--- config.mk ---
export PLATFORM = sky130hd
export DESIGN_NAME = ad99xx_spi_master
export DESIGN_NICKNAME = d
export VERILOG_FILES = /design/src/rtl/ad99xx_pkg.sv /design/src/rtl/ad99xx_sclk_gen.sv /design/src/rtl/ad99xx_spi_master.sv
export SDC_FILE = /design/constraint.sdc
export NUM_CORES = 1
export LEC_CHECK = 0
export ABC_CLOCK_PERIOD_IN_PS = 4320
export CORE_UTILIZATION = 50
export CTS_CLUSTER_SIZE = 14
export DETAILED_ROUTE_END_ITERATION = 12
export PLACE_DENSITY_LB_ADDON = 0.25
export RECOVER_POWER = 50
export SYNTH_ARGS = -nofsm -noshare
export SYNTH_HDL_FRONTEND = slang
export SYNTH_SLANG_ARGS = --single-unit
export TNS_END_PERCENT = 10
--- constraint.sdc ---
create_clock -name CLK -period 4.32 [get_ports CLK]
set_input_delay 1.296 -clock CLK [delete_from_list [all_inputs] [get_ports CLK]]
set_output_delay 1.296 -clock CLK [all_outputs]
set_load 0.02 [all_outputs]
--- src/rtl/ad99xx_pkg.sv ---
// -----------------------------------------------------------------------------
// ad99xx_pkg
// Shared definitions for the AD9911/AD991x SPI register-access engine:
//   - register address constants of the DDS register map
//   - reg_width(): serial data length of a register, 0 when unmapped
//   - state_e: transaction FSM states
// -----------------------------------------------------------------------------
package ad99xx_pkg;

    localparam logic [4:0] CSR   = 5'h00;
    localparam logic [4:0] FR1   = 5'h01;
    localparam logic [4:0] FR2   = 5'h02;
    localparam logic [4:0] CFR   = 5'h03;
    localparam logic [4:0] CTW0  = 5'h04;
    localparam logic [4:0] CPOW0 = 5'h05;
    localparam logic [4:0] ACR   = 5'h06;
    localparam logic [4:0] LSR   = 5'h07;
    localparam logic [4:0] RDW   = 5'h08;
    localparam logic [4:0] FDW   = 5'h09;
    localparam logic [4:0] CW1   = 5'h0A;
    localparam logic [4:0] CW2   = 5'h0B;
    localparam logic [4:0] CW3   = 5'h0C;
    localparam logic [4:0] CW4   = 5'h0D;
    localparam logic [4:0] CW5   = 5'h0E;
    localparam logic [4:0] CW6   = 5'h0F;
    localparam logic [4:0] CW7   = 5'h10;
    localparam logic [4:0] CW8   = 5'h11;
    localparam logic [4:0] CW9   = 5'h12;
    localparam logic [4:0] CW10  = 5'h13;
    localparam logic [4:0] CW11  = 5'h14;
    localparam logic [4:0] CW12  = 5'h15;
    localparam logic [4:0] CW13  = 5'h16;
    localparam logic [4:0] CW14  = 5'h17;
    localparam logic [4:0] CW15  = 5'h18;

    // Instruction byte plus the widest data word.
    localparam int FRAME_W = 40;

    typedef enum logic [2:0] {
        ST_IDLE,
        ST_XFER,
        ST_HOLD,
        ST_UPDATE,
        ST_RESP
    } state_e;

    // Data length in bits for a register address; 0 marks an unmapped address.
    function automatic logic [5:0] reg_width(input logic [4:0] addr);
        case (addr)
            CSR:     return 6'd8;
            FR1:     return 6'd24;
            FR2:     return 6'd16;
            CFR:     return 6'd24;
            CTW0:    return 6'd32;
            CPOW0:   return 6'd16;
            ACR:     return 6'd24;
            LSR:     return 6'd16;
            default: return (addr <= CW15) ? 6'd32 : 6'd0;
        endcase
    endfunction

endpackage

--- src/rtl/ad99xx_sclk_gen.sv ---
// -----------------------------------------------------------------------------
// ad99xx_sclk_gen
// SCLK phase generator. Each SCLK period is CLK_DIV cycles low followed by
// CLK_DIV cycles high. The phase ticks flag the last CLK cycle of a phase so
// the FSM can register the change on the same edge as SCLK itself.
//   CLK, RESET_N : clock, synchronous active-low reset
//   en_i         : advance the divider (FSM is shifting bits)
//   clr_i        : restart at the beginning of a low phase
//   sclk_o       : serial clock level
//   rise_o       : SCLK goes high on the next edge
//   fall_o       : SCLK goes low (next bit starts) on the next edge
// -----------------------------------------------------------------------------
module ad99xx_sclk_gen #(
    parameter int CLK_DIV = 2
) (
    input  logic CLK,
    input  logic RESET_N,
    input  logic en_i,
    input  logic clr_i,
    output logic sclk_o,
    output logic rise_o,
    output logic fall_o
);

    localparam int            CW   = (CLK_DIV > 1) ? $clog2(CLK_DIV) : 1;
    localparam logic [CW-1:0] LAST = CW'(CLK_DIV - 1);

    logic [CW-1:0] cnt_q, cnt_d;
    logic          phase_q, phase_d;
    logic          last;

    assign last = (cnt_q == LAST);

    // NOTE: every variable gets its default first, so no path can infer a latch.
    always_comb begin
        cnt_d   = cnt_q;
        phase_d = phase_q;
        if (clr_i) begin
            cnt_d   = '0;
            phase_d = 1'b0;
        end else if (en_i) begin
            if (last) begin
                cnt_d   = '0;
                phase_d = ~phase_q;
            end else begin
                cnt_d = cnt_q + 1'b1;
            end
        end
    end

    // NOTE: state registers use non-blocking assignments only, so every flop
    // sees the pre-edge values of the others.
    always_ff @(posedge CLK) begin
        if (!RESET_N) begin
            cnt_q   <= '0;
            phase_q <= 1'b0;
        end else begin
            cnt_q   <= cnt_d;
            phase_q <= phase_d;
        end
    end

    assign sclk_o = phase_q;
    assign rise_o = en_i & ~phase_q & last;
    assign fall_o = en_i & phase_q & last;

endmodule

--- src/rtl/ad99xx_spi_master.sv ---
// -----------------------------------------------------------------------------
// ad99xx_spi_master
// SPI register-access engine for the AD9911/AD991x DDS (2-wire, MSB-first).
// One transaction per REQ_VALID&REQ_READY: instruction {rw,2'b00,addr} then
// reg_width(addr) data bits. Reads release SDIO for the data bits and shift
// AD_SDIO_I in on each SCLK rise. Writes may be followed by an IO_UPDATE pulse.
// Every transaction ends with a one-cycle RSP_VALID.
//   CLK, RESET_N                     : clock, synchronous active-low reset
//   REQ_VALID/READY/RW/ADDR/DATA/UPDATE : request handshake and fields
//   RSP_VALID/DATA/ERR               : completion strobe, read data, unmapped flag
//   AD_CS, AD_SCLK                   : chip select (active low), serial clock
//   AD_SDIO_O/OE/I                   : SDIO0 tri-state split (pad at top level)
//   AD_UPDATE                        : IO_UPDATE pulse
// -----------------------------------------------------------------------------
module ad99xx_spi_master #(
    parameter int CLK_DIV      = 2,
    parameter int UPDATE_PULSE = 4,
    parameter int CS_HOLD      = 2
) (
    input  logic        CLK,
    input  logic        RESET_N,
    input  logic        REQ_VALID,
    output logic        REQ_READY,
    input  logic        REQ_RW,
    input  logic [4:0]  REQ_ADDR,
    input  logic [31:0] REQ_DATA,
    input  logic        REQ_UPDATE,
    output logic        RSP_VALID,
    output logic [31:0] RSP_DATA,
    output logic        RSP_ERR,
    output logic        AD_CS,
    output logic        AD_SCLK,
    output logic        AD_SDIO_O,
    output logic        AD_SDIO_OE,
    input  logic        AD_SDIO_I,
    output logic        AD_UPDATE
);

    import ad99xx_pkg::*;

    localparam logic [15:0] HOLD_LAST = 16'(CS_HOLD - 1);
    localparam logic [15:0] UPD_LAST  = 16'(UPDATE_PULSE - 1);

    state_e               state_q, state_d;
    logic                 ready_q, ready_d;
    logic                 rsp_valid_q, rsp_valid_d;
    logic [31:0]          rsp_data_q, rsp_data_d;
    logic                 rsp_err_q, rsp_err_d;
    logic                 cs_q, cs_d;
    logic                 sdio_o_q, sdio_o_d;
    logic                 oe_q, oe_d;
    logic                 update_q, update_d;
    logic                 rw_q, rw_d;
    logic                 upd_q, upd_d;
    logic [FRAME_W-1:0]   tx_q, tx_d;
    logic [31:0]          rx_q, rx_d;
    logic [5:0]           bit_idx_q, bit_idx_d;
    logic [5:0]           last_idx_q, last_idx_d;
    logic [15:0]          tmr_q, tmr_d;

    logic                 sclk_rise, sclk_fall;
    logic [5:0]           width;
    logic [FRAME_W-1:0]   frame;

    // The divider only runs while shifting; outside XFER it is parked at the
    // start of a low phase so the first bit gets a full low phase.
    ad99xx_sclk_gen #(
        .CLK_DIV (CLK_DIV)
    ) u_sclk_gen (
        .CLK     (CLK),
        .RESET_N (RESET_N),
        .en_i    (state_q == ST_XFER),
        .clr_i   (state_q != ST_XFER),
        .sclk_o  (AD_SCLK),
        .rise_o  (sclk_rise),
        .fall_o  (sclk_fall)
    );

    always_comb begin
        state_d     = state_q;
        rsp_data_d  = rsp_data_q;
        rsp_err_d   = rsp_err_q;
        cs_d        = cs_q;
        sdio_o_d    = sdio_o_q;
        oe_d        = oe_q;
        update_d    = update_q;
        rw_d        = rw_q;
        upd_d       = upd_q;
        tx_d        = tx_q;
        rx_d        = rx_q;
        bit_idx_d   = bit_idx_q;
        last_idx_d  = last_idx_q;
        tmr_d       = tmr_q;
        width       = reg_width(REQ_ADDR);
        // Data is left-aligned behind the instruction; reads shift zeros.
        frame       = {REQ_RW, 2'b00, REQ_ADDR,
                       REQ_RW ? 32'h0 : (REQ_DATA << (6'd32 - width))};

        case (state_q)
            ST_IDLE: begin
                if (REQ_VALID && ready_q) begin
                    rw_d  = REQ_RW;
                    upd_d = REQ_UPDATE & ~REQ_RW;
                    if (width == 6'd0) begin
                        state_d    = ST_RESP;
                        rsp_err_d  = 1'b1;
                        rsp_data_d = 32'h0;
                    end else begin
                        state_d    = ST_XFER;
                        cs_d       = 1'b0;
                        sdio_o_d   = frame[FRAME_W-1];
                        tx_d       = {frame[FRAME_W-2:0], 1'b0};
                        bit_idx_d  = 6'd0;
                        last_idx_d = width + 6'd7;
                        rx_d       = 32'h0;
                    end
                end
            end

            ST_XFER: begin
                if (sclk_rise && rw_q && (bit_idx_q >= 6'd8)) begin
                    rx_d = {rx_q[30:0], AD_SDIO_I};
                end
                if (sclk_fall) begin
                    if (bit_idx_q == last_idx_q) begin
                        state_d  = ST_HOLD;
                        sdio_o_d = 1'b0;
                        oe_d     = 1'b1;
                        tmr_d    = 16'h0;
                    end else begin
                        bit_idx_d = bit_idx_q + 6'd1;
                        sdio_o_d  = tx_q[FRAME_W-1];
                        tx_d      = {tx_q[FRAME_W-2:0], 1'b0};
                        // Hand SDIO to the DDS from the first data bit of a read.
                        if (rw_q && (bit_idx_q >= 6'd7)) begin
                            oe_d = 1'b0;
                        end
                    end
                end
            end

            ST_HOLD: begin
                if (tmr_q == HOLD_LAST) begin
                    cs_d  = 1'b1;
                    tmr_d = 16'h0;
                    if (upd_q) begin
                        state_d  = ST_UPDATE;
                        update_d = 1'b1;
                    end else begin
                        state_d    = ST_RESP;
                        rsp_err_d  = 1'b0;
                        rsp_data_d = rw_q ? rx_q : 32'h0;
                    end
                end else begin
                    tmr_d = tmr_q + 16'h1;
                end
            end

            ST_UPDATE: begin
                if (tmr_q == UPD_LAST) begin
                    update_d   = 1'b0;
                    state_d    = ST_RESP;
                    rsp_err_d  = 1'b0;
                    rsp_data_d = 32'h0;
                end else begin
                    tmr_d = tmr_q + 16'h1;
                end
            end

            ST_RESP: begin
                state_d = ST_IDLE;
            end

            default: begin
                state_d = ST_IDLE;
            end
        endcase

        // Strobe and ready are registered decodes of the next state.
        rsp_valid_d = (state_d == ST_RESP);
        ready_d     = (state_d == ST_IDLE);
    end

    always_ff @(posedge CLK) begin
        if (!RESET_N) begin
            state_q     <= ST_IDLE;
            ready_q     <= 1'b0;
            rsp_valid_q <= 1'b0;
            rsp_data_q  <= 32'h0;
            rsp_err_q   <= 1'b0;
            cs_q        <= 1'b1;
            sdio_o_q    <= 1'b0;
            oe_q        <= 1'b1;
            update_q    <= 1'b0;
            rw_q        <= 1'b0;
            upd_q       <= 1'b0;
            tx_q        <= '0;
            rx_q        <= 32'h0;
            bit_idx_q   <= 6'd0;
            last_idx_q  <= 6'd0;
            tmr_q       <= 16'h0;
        end else begin
            state_q     <= state_d;
            ready_q     <= ready_d;
            rsp_valid_q <= rsp_valid_d;
            rsp_data_q  <= rsp_data_d;
            rsp_err_q   <= rsp_err_d;
            cs_q        <= cs_d;
            sdio_o_q    <= sdio_o_d;
            oe_q        <= oe_d;
            update_q    <= update_d;
            rw_q        <= rw_d;
            upd_q       <= upd_d;
            tx_q        <= tx_d;
            rx_q        <= rx_d;
            bit_idx_q   <= bit_idx_d;
            last_idx_q  <= last_idx_d;
            tmr_q       <= tmr_d;
        end
    end

    assign REQ_READY  = ready_q;
    assign RSP_VALID  = rsp_valid_q;
    assign RSP_DATA   = rsp_data_q;
    assign RSP_ERR    = rsp_err_q;
    assign AD_CS      = cs_q;
    assign AD_SDIO_O  = sdio_o_q;
    assign AD_SDIO_OE = oe_q;
    assign AD_UPDATE  = update_q;

endmodule

---- Yosys cells after proc, flatten, opt, wreduce, memory -nomap -nowiden ----
Index checks and enable logic that the tools add are counted.
word-level totals
  logic and storage cells ................. 149
  register bits ........................... 146
  bits of input ports ..................... 43
operators by class
  reduce and logical (&&, ||, !) cells .... 28
  magnitude comparators ................... 3
  multiplexer cells ....................... 58
  add/sub/neg operators ................... 5
  shifts and indexed selects .............. 1
  equal/unequal tests ..................... 27
  bitwise operators ....................... 9
operators with widths
  cell                     count
  $mux W32                 10
  $mux W40                 4
  $pmux W32 S3             1
  $pmux W40 S2             1
  $mux W16                 4
  $pmux W32 S2             1
  $pmux W16 S3             1
  $shl A32 B6 Y32          1
  $mux W6                  5
  $ne A2 B2 Y1 const B     12
  $pmux W6 S4              1
  $mux W3                  7
  $eq A5 B3 Y1 const B     4
  $reduce_and A4 Y1        5
  $mux W1                  17
  $add A16 B1 Y16 const B  1
  $eq A16 B1 Y1 const B    1
  $eq A16 B2 Y1 const B    1
  $pmux W3 S4              1
  $pmux W6 S2              1
  $eq A5 B2 Y1 const B     2
  $reduce_bool A2 Y1       4
  $add A6 B1 Y6 const B    1
  $add A6 B3 Y6 const B    1
  other kinds (26)         44

---- Logic depth before layout (Yosys ltp) ----
Gate-level depths: netlist of the first run.
  word-level depth ........................ 9
  mapped depth ............................ 13
  gate-level depth less buffers ........... 11

---- Cells and area by module ----
Synthesis of the first run repeated with hierarchy kept, for this count alone.
unflattened totals
  cell total of the unflattened synthesis .. 834
  area, all modules ....................... 6716.4 µm²
by module, submodules not included
  module             area an instance (µm²)  cells each  instances
  ad99xx_spi_master  6620.1                  824         1
  ad99xx_sclk_gen    96.3                    10          1

---- Least setup slack after synthesis of the first run ----
OpenSTA, ideal clock, no wires.
  kind .................................... in2reg
  start ................................... in REQ_ADDR[1]
  end ..................................... reg tx_q[31]
  data arrival time ....................... 4.121 ns
  setup slack ............................. 0.125 ns
  cell stages on the path ................. 13
  required time ........................... 4.246 ns
  path buffers ............................ 3
  setup time .............................. 0.074 ns
  cells stage by stage .................... nor2b_1 > xor2_1 > nor2_1 > clkinv_1 > buf_4 > ha_1 > ha_1 > nor3b_2 > and2_0 > clkbuf_1 > clkbuf_1 > a31oi_1 > a31oi_1
between the ends
  word-level cells in the longest chain between the ends .. 9
  elaborated cells on any way between the ends .. 22
  those cells by class .................... 1 x add/sub; 1 x order compare; 8 x eq/ne; 1 x shift; 6 x mux; 5 x reduce/logical
ends and longest elaborated chain
  what                                                RTL line                  source
  from (decl)                                         ad99xx_spi_master.sv:25   input logic [4:0] REQ_ADDR,
  $le A5 B5 Y1, or another cell as far along          ad99xx_pkg.sv:58          default: return (addr <= CW15) ? 6'd32 : 6'd0;
  $mux W6 / $reduce_or A3 Y1 (equally long branches)  n/a
  $pmux W6 S4 (*)                                     ad99xx_pkg.sv:49          case (addr)
  $sub A6 B6 Y6                                       ad99xx_spi_master.sv:97   REQ_RW ? 32'h0 : (REQ_DATA << (6'd32 - width))};
  $shl A32 B6 Y32                                     ad99xx_spi_master.sv:97
  $mux W32                                            ad99xx_spi_master.sv:97
  $mux W40                                            ad99xx_spi_master.sv:104  if (width == 6'd0) begin
  $mux W40                                            ad99xx_spi_master.sv:101  if (REQ_VALID && ready_q) begin
  $pmux W40 S2                                        ad99xx_spi_master.sv:99   case (state_q)
  to (signal assigned)                                ad99xx_spi_master.sv:214  tx_q <= tx_d;
  to (decl)                                           ad99xx_spi_master.sv:55   logic [FRAME_W-1:0] tx_q, tx_d;
Every way passes the cells marked *; elsewhere a longest branch is shown, timed or not. The select of a mux whose other input is x is not followed.
A chain may end at the register's enable or synchronous reset.

---- Final worst setup path of the first run ----
  start ................................... in REQ_ADDR[1]
  end ..................................... reg rx_q[18]
between the ends
  word-level cells in the longest chain between the ends .. 6
  elaborated cells on any way between the ends .. 16
  those cells by class .................... 1 x order compare; 8 x eq/ne; 2 x mux; 5 x reduce/logical
ends and longest elaborated chain
  what                                                RTL line                  source
  $le A5 B5 Y1, or another cell as far along          ad99xx_pkg.sv:58
  $mux W6 / $reduce_or A3 Y1 (equally long branches)  n/a
  $pmux W6 S4 (*)                                     ad99xx_pkg.sv:49
  $logic_not A6 Y1 (*)                                ad99xx_spi_master.sv:104
  $ne A2 B2 Y1 (no source line) (*)                   n/a
  $reduce_and A4 Y1 (no source line) (*)              n/a
  to (signal assigned)                                ad99xx_spi_master.sv:215  rx_q <= rx_d;
  to (decl)                                           ad99xx_spi_master.sv:56   logic [31:0] rx_q, rx_d;
Every way passes the cells marked *; elsewhere a longest branch is shown, timed or not.

==> results.json, run 1 <==
{
  "routed_wirelength_mm": 16.7,
  "ys_types": 59,
  "detail_route.drc_violations": 0,
  "yosysWarnings": 0,
  "synth.yosys.seq_area_share_pct": 43.7,
  "post_drt_wl_per_cell_um": 15.7,
  "switchingPower_uw": 910,
  "cts_made_buffers": 17,
  "internal_power_mw": 2.36,
  "hold_path_end": "AD_UPDATE$_SDFFE_PN0P_",
  "die_width_um": 116,
  "final-hold-violation-count": 0,
  "core_region_area_um2": 12700,
  "synthTopCellsByCount": "sky130_fd_sc_hd__dfxtp_1, sky130_fd_sc_hd__nand2_1, sky130_fd_sc_hd__a21oi_1",
  "row_count": 41,
  "tightest_slew_ns": 1.45,
  "timing.critical_path.slowest_stage_cell": "sky130_fd_sc_hd__dlygate4sd3_1",
  "synth_most_common_cell": "sky130_fd_sc_hd__dfxtp_1",
  "drive_gt1_share_pct": 7.44,
  "whs_path_depth": 2,
  "critPathMaxFanout": 32,
  "maxClockFrequency_ghz": 0.255,
  "worst-endpoint-required_ns": 4.63,
  "drv_slew": 0,
  "cts_setup_buffers": 0,
  "synthTopCellsByArea": "sky130_fd_sc_hd__dfxtp_1, sky130_fd_sc_hd__nand2_1, sky130_fd_sc_hd__a21oi_1",
  "synth_area_um2": 6550,
  "drt-initial-drc-count": 539,
  "final_antenna_net_count": 0,
  "clock_sinks": 143,
  "synthToLayoutAreaGrowth_pct": 24.2,
  "finalPower_mw": 3.27,
  "post_cts_resized": 0,
  "gp_routability_congestion": 0.890,
  "cts_tree": "built",
  "grt_overflow_total": 0,
  "switching_power_share_of_the_total_pct": 27.8,
  "max_slew_margin_pct": 3.47,
  "period_minus_slack_ns": 3.93,
  "critical_path.endpoint_type": "register",
  "die_height_um": 116,
  "synth_top_cell_by_area": "sky130_fd_sc_hd__dfxtp_1",
  "critPathTopFamily": "buffers and inverters",
  "vdd_drop_max_mv": 0.303,
  "drt_pre_antenna_iters": 5,
  "synthCells": 810,
  "max-cap-violations": 0,
  "hold_buffers": 0,
  "static-leakage-power_nw": 3.06,
  "crit-reg2reg-launch": "tmr_q[7]$_SDFFE_PN0P_",
  "cp_num_buf_inv": 4,
  "pin_count_of_the_biggest_net_entering_global_routing": 60,
  "num_io_pins": 83,
  "min-delay-start": "AD_UPDATE$_SDFFE_PN0P_",
  "period_share_pct": 90.9,
  "reg2reg_to": "tmr_q[0]$_SDFFE_PN0P_",
  "clock_latency_ns": 0.43,
  "clk_transition_reported_paths_ns": 0.07,
  "path_class": "in -> reg",
  "skew_ns": 0.00973,
  "worst-r2r-setup-slack_ns": 1.93,
  "hpwlAfterDp_mm": 11.1,
  "clk_root_buffer_cell": "sky130_fd_sc_hd__clkbuf_16",
  "max_stage_delay_ns": 0.60,
  "starting_density_pct": 51.5,
  "clock_tree.buffer_depth": 2,
  "comb_power_share_pct": 11.4,
  "part_of_the_power_in_the_clock_network_pct": 44.9,
  "unrepaired_setup_endpoints_after_global_routing": "false",
  "crit_path_start_kind": "primary input",
  "worst_hold_path_type": "reg -> reg",
  "final_setup_violations": 0,
  "final.setup.tns_ns": 0,
  "status": "finished clean",
  "yosys_register_bits": 143,
  "antenna_violations_before_repair": 0,
  "cp.arrival_ns": 4.24,
  "cellPowerDensity_nw_per_um2": 402,
  "diode_count": 0,
  "post_synth.cell_area_avg_um2": 8.09,
  "seqPwrFrac_pct": 43.7,
  "post-synth-top-area-fraction_pct": 43.7,
  "detailroute.via_count": 6300,
  "design.die.area_um2": 13600,
  "synth_edf_count": 0,
  "gr-usage-all-layers_pct": 26.0,
  "postSynth.asyncResetShare_pct": 0,
  "htree_levels": 4,
  "detail_route.vias_per_cell": 5.95,
  "grt_pass1_vias": 5797,
  "post_synth_net_total": 859,
  "grt_first_pass_wirelength_mm": 27.8,
  "buffer_ports.inserted": 82,
  "dominantRegCellSynth": "sky130_fd_sc_hd__dfxtp_1",
  "path_cells": "dlygate4sd3_1, nor2b_1, xor2_1, nor2_1, clkinv_1, ha_1, ha_1, nor4_1, clkbuf_1, nor2_1, nand2_1, buf_12, a21oi_1",
  "nets": 923,
  "ff2ff_path_depth": 5
}
worst max path at each step:
stage                                 end  slack, ns  depth (start not counted)        start
CTS                 tx_q[36]$_SDFFE_PN0P_       0.49                         12  REQ_ADDR[1]
finish              rx_q[18]$_SDFFE_PN0P_       0.39                         13  REQ_ADDR[1]
floorplan           tx_q[31]$_SDFFE_PN0P_       0.12                         13  REQ_ADDR[1]
global route        rx_q[16]$_SDFFE_PN0P_       0.14                         13  REQ_ADDR[1]
detailed placement  tx_q[34]$_SDFFE_PN0P_       0.06                         12  REQ_ADDR[1]
global placement    tx_q[37]$_SDFFE_PN0P_       0.19                         12  REQ_ADDR[1]
metal layers:
layer	global-route usage, %	wire length, µm	vias to the layer above
met5	0	0	-
met4	7.78	201	0
met3	6.38	998	21
met2	42.2	8060	237
met1	34.1	7390	2986
li1	-	-	3056
power by group through the flow:
stage	Sequential [mW]	Clock [mW]	Combinational (mW)
floorplan	1.45	0	0.237
global placement	1.46	0	0.361
detailed placement	1.46	0	0.372
CTS	1.43	1.49	0.374
global route	1.44	1.54	0.412
finish	1.43	1.47	0.373
worst reg2reg max path, stage by stage, from the launching register on:
cell and delay (ns):
sky130_fd_sc_hd__dfxtp_1 0.35, sky130_fd_sc_hd__nor4_1 0.39, sky130_fd_sc_hd__nand4_1 0.26, sky130_fd_sc_hd__nor3_1 0.55
sky130_fd_sc_hd__nand3b_1 0.57, sky130_fd_sc_hd__a21oi_1 0.12
placed cells by master, fill, tap and decap left out, drive strengths merged, types with 9 or more instances in the layout:
master,netlist,final
nand3,30,30
or3,9,9
o31ai,11,11
dfxtp,143,143
clkdlybuf4s50,0,39
o21ai,55,55
inv,10,18
dlygate4sd3,0,42
mux2i,33,33
a31oi,30,30
a32oi,9,9
nand2,143,143
clkbuf,37,21
nor3,10,10
buf,25,22
a21oi,85,85
nand4,14,14
nor2,69,69
or4,12,12
logic make-up after synthesis:
family,count (synthesis),synth area share [%]
compound gates,235,22.2
xor+xnor,6,0.802
fa+ha+maj,6,1.15
buf+inv,73,4.81
flops,143,43.7
mux,33,5.04
simple gates,314,22.3
cell type report:
| class | count | area [µm²] |
|---|---|---|
| Clock inverter | 15 | 170 |
| Sequential cell | 143 | 2860 |
| Tap cell | 172 | 215 |
| Clock buffer | 17 | 425 |
| Inverter | 11 | 41.3 |
| Multi-Input combinational cell | 594 | 3370 |
| Fill cell | 1115 | 4580 |
| Timing Repair Buffer | 107 | 1050 |
state kept, by name, indices dropped and copies added (netlist names), 3 cells and up:
signal      cells
tmr_q          16
last_idx_q      4
bit_idx_q       6
rx_q           32
state_q         3
tx_q           39
RSP_DATA       32
metrics by stage:
stage          instance area (µm²)  std cells  setup WS (ns)  hold slack [ns]  util (%)
2_1_floorplan                 6550        810          0.125            0.432         -
3_3_place_gp                  7570       1027          0.191            0.437      59.5
3_5_place_dp                  7570       1027         0.0640            0.447      59.5
4_1_cts                       8160       1059          0.490            0.455      64.2
5_1_grt                       8140       1059          0.143            0.468      64.0
6_report                      8140       1059          0.393            0.453      64.0
No activity file was read; power rests on OpenSTA's default activity.
==> inputs of run 2 (changes only) <==
--- a/config.mk
+++ b/config.mk
@@ -11,6 +11,7 @@
 export DETAILED_ROUTE_END_ITERATION = 12
 export PLACE_DENSITY_LB_ADDON = 0.25
 export RECOVER_POWER = 50
+export SKIP_CTS_REPAIR_TIMING = 1
 export SYNTH_ARGS = -nofsm -noshare
 export SYNTH_HDL_FRONTEND = slang
 export SYNTH_SLANG_ARGS = --single-unit
==> results of run 2 <==
No change in the layout: final DEF, timing and power equal those of run 1.
==> inputs of run 3 (changes only) <==
--- a/config.mk
+++ b/config.mk
@@ -9,7 +9,7 @@
 export CORE_UTILIZATION = 50
 export CTS_CLUSTER_SIZE = 14
 export DETAILED_ROUTE_END_ITERATION = 12
-export PLACE_DENSITY_LB_ADDON = 0.25
+export PLACE_DENSITY = 0.76
 export RECOVER_POWER = 50
 export SKIP_CTS_REPAIR_TIMING = 1
 export SYNTH_ARGS = -nofsm -noshare
==> results.json, run 3 (synthesis results as in run 1) <==
{
  "status": "finished clean",
  "grt_first_pass_wirelength_mm": 27.6,
  "period_minus_slack_ns": 3.91,
  "cts_made_buffers": 17,
  "grt_pass1_vias": 5878,
  "finalNonFillerCells": 1058,
  "die_width_um": 116,
  "final.setup.tns_ns": 0,
  "cts_tree": "built",
  "nets": 922,
  "crit_path_start_kind": "primary input",
  "clock_sinks": 143,
  "critPathMaxFanout": 32,
  "gr-usage-all-layers_pct": 25.8,
  "clock_latency_ns": 0.42,
  "worst-endpoint-required_ns": 4.63,
  "routed_wirelength_mm": 16.8,
  "drv_slew": 0,
  "diode_count": 0,
  "final_setup_violations": 0,
  "max_ffs_per_register": 39,
  "detail_route.drc_violations": 0,
  "cp_num_buf_inv": 4,
  "htree_levels": 4,
  "pin_count_of_the_biggest_net_entering_global_routing": 60,
  "row_count": 41,
  "clk_transition_reported_paths_ns": 0.06,
  "layout_common_cells": "sky130_fd_sc_hd__dfxtp_1, sky130_fd_sc_hd__nand2_1, sky130_fd_sc_hd__a21oi_1, sky130_fd_sc_hd__nor2_1, sky130_fd_sc_hd__o21ai_0",
  "post_drt_wl_per_cell_um": 15.9,
  "drt-initial-drc-count": 591,
  "critPathTopFamily": "buffers and inverters",
  "max_stage_delay_ns": 0.53,
  "timing.critical_path.slowest_stage_cell": "sky130_fd_sc_hd__clkdlybuf4s50_1",
  "mostFrequentLayoutCell": "sky130_fd_sc_hd__dfxtp_1",
  "starting_density_pct": 51.5,
  "clk_root_buffer_cell": "sky130_fd_sc_hd__clkbuf_16",
  "filler_cells": 1146,
  "seqCellArea_um2": 2860,
  "clock_tree.buffer_depth": 2,
  "maxClockFrequency_ghz": 0.256,
  "crit-reg2reg-launch": "state_q[0]$_SDFF_PN0_",
  "detail_route.vias_per_cell": 5.96,
  "buffer_ports.inserted": 82,
  "core_region_area_um2": 12700,
  "period_share_pct": 90.5,
  "critical_path.endpoint_type": "register",
  "synthToLayoutAreaGrowth_pct": 23.1,
  "dp.cells": 1026,
  "largest-register": "tx_q",
  "cellPowerDensity_nw_per_um2": 390,
  "unrepaired_setup_endpoints_after_global_routing": "false",
  "path_class": "in -> reg",
  "hpwlAfterDp_mm": 11.1,
  "tightest_slew_ns": 1.18,
  "min-delay-start": "AD_UPDATE$_SDFFE_PN0P_",
  "max-cap-violations": 0,
  "skew_ns": 0.0124,
  "antenna_violations_before_repair": 0,
  "detailroute.via_count": 6302,
  "worst_hold_path_type": "reg -> reg",
  "static-leakage-power_nw": 3.02,
  "multi_input_logic_area_um2": 3370,
  "drive_gt1_share_pct": 7.34,
  "final-hold-violation-count": 0,
  "design.die.area_um2": 13600,
  "gp_routability_congestion": 0.863,
  "die_height_um": 116,
  "cp.arrival_ns": 4.22,
  "final_antenna_net_count": 0,
  "grt_overflow_total": 0,
  "worst_setup_path_startpoint": "REQ_ADDR[1]",
  "num_io_pins": 83,
  "path_cells": "clkdlybuf4s50_1, nor2b_1, xor2_1, nor2_1, clkinv_1, ha_1, ha_1, nor4_1, clkbuf_1, nor2_1, nand2_1, buf_12, a21oi_1",
  "vdd_drop_max_mv": 0.298,
  "drt_pre_antenna_iters": 5,
  "max_slew_margin_pct": 21.6
}
[run 3: stage by stage]
stage | cell area, µm² | util (%) | hold WS (ns) | setup slack [ns] | power (mW)
5_1_grt | 8070 | 63.4 | 0.475 | 0.140 | 3.27
3_3_place_gp | 7550 | 59.3 | 0.446 | 0.211 | 1.82
4_1_cts | 8080 | 63.5 | 0.452 | 0.548 | 3.16
2_1_floorplan | 6550 | - | 0.432 | 0.125 | 1.69
3_5_place_dp | 7550 | 59.3 | 0.444 | 0.106 | 1.83
6_report | 8070 | 63.4 | 0.448 | 0.409 | 3.15
[run 3: worst paths after layout]
path                            endpoint  slack (ns)  depth (start not counted)
hold / removal    AD_UPDATE$_SDFFE_PN0P_        0.45                          2
setup reg to reg   tx_q[35]$_SDFFE_PN0P_        1.92                          7
setup / recovery    rx_q[8]$_SDFFE_PN0P_        0.41                         13
hold reg to reg   AD_UPDATE$_SDFFE_PN0P_        0.45                          2
[run 3: report_power, final]
part / total (mW) / switching, mW / internal (mW)
Combinational: 0.373 / 0.221 / 0.152
Sequential: 1.43 / 0.0462 / 1.39
Clock: 1.34 / 0.596 / 0.747
[run 3: cell type report]
type / count / share of cell area (%)
multi-input cells: 594 / 41.8
flip-flops and latches: 143 / 35.5
repair buffers: 106 / 12.9
clock buffers: 20 / 5.41
well taps: 172 / 2.67
clock inverters: 12 / 1.23
inverters: 11 / 0.512
[run 3: worst min-delay path, stage by stage, from the launching register on]
cell and delay [ns]:
sky130_fd_sc_hd__dfxtp_1 0.31, sky130_fd_sc_hd__inv_1 0.05, sky130_fd_sc_hd__a21oi_1 0.05
[run 3: per-layer routing]
| layer | GRT usage (%) | vias to the layer above | share of wire, % |
|---|---|---|---|
| met2 | 43.1 | 222 | 50 |
| li1 | - | 3056 | - |
| met4 | 10.4 | 0 | 1.3 |
| met3 | 5.45 | 21 | 5.6 |
| met1 | 32.3 | 3003 | 43 |
| met5 | 0 | - | 0 |
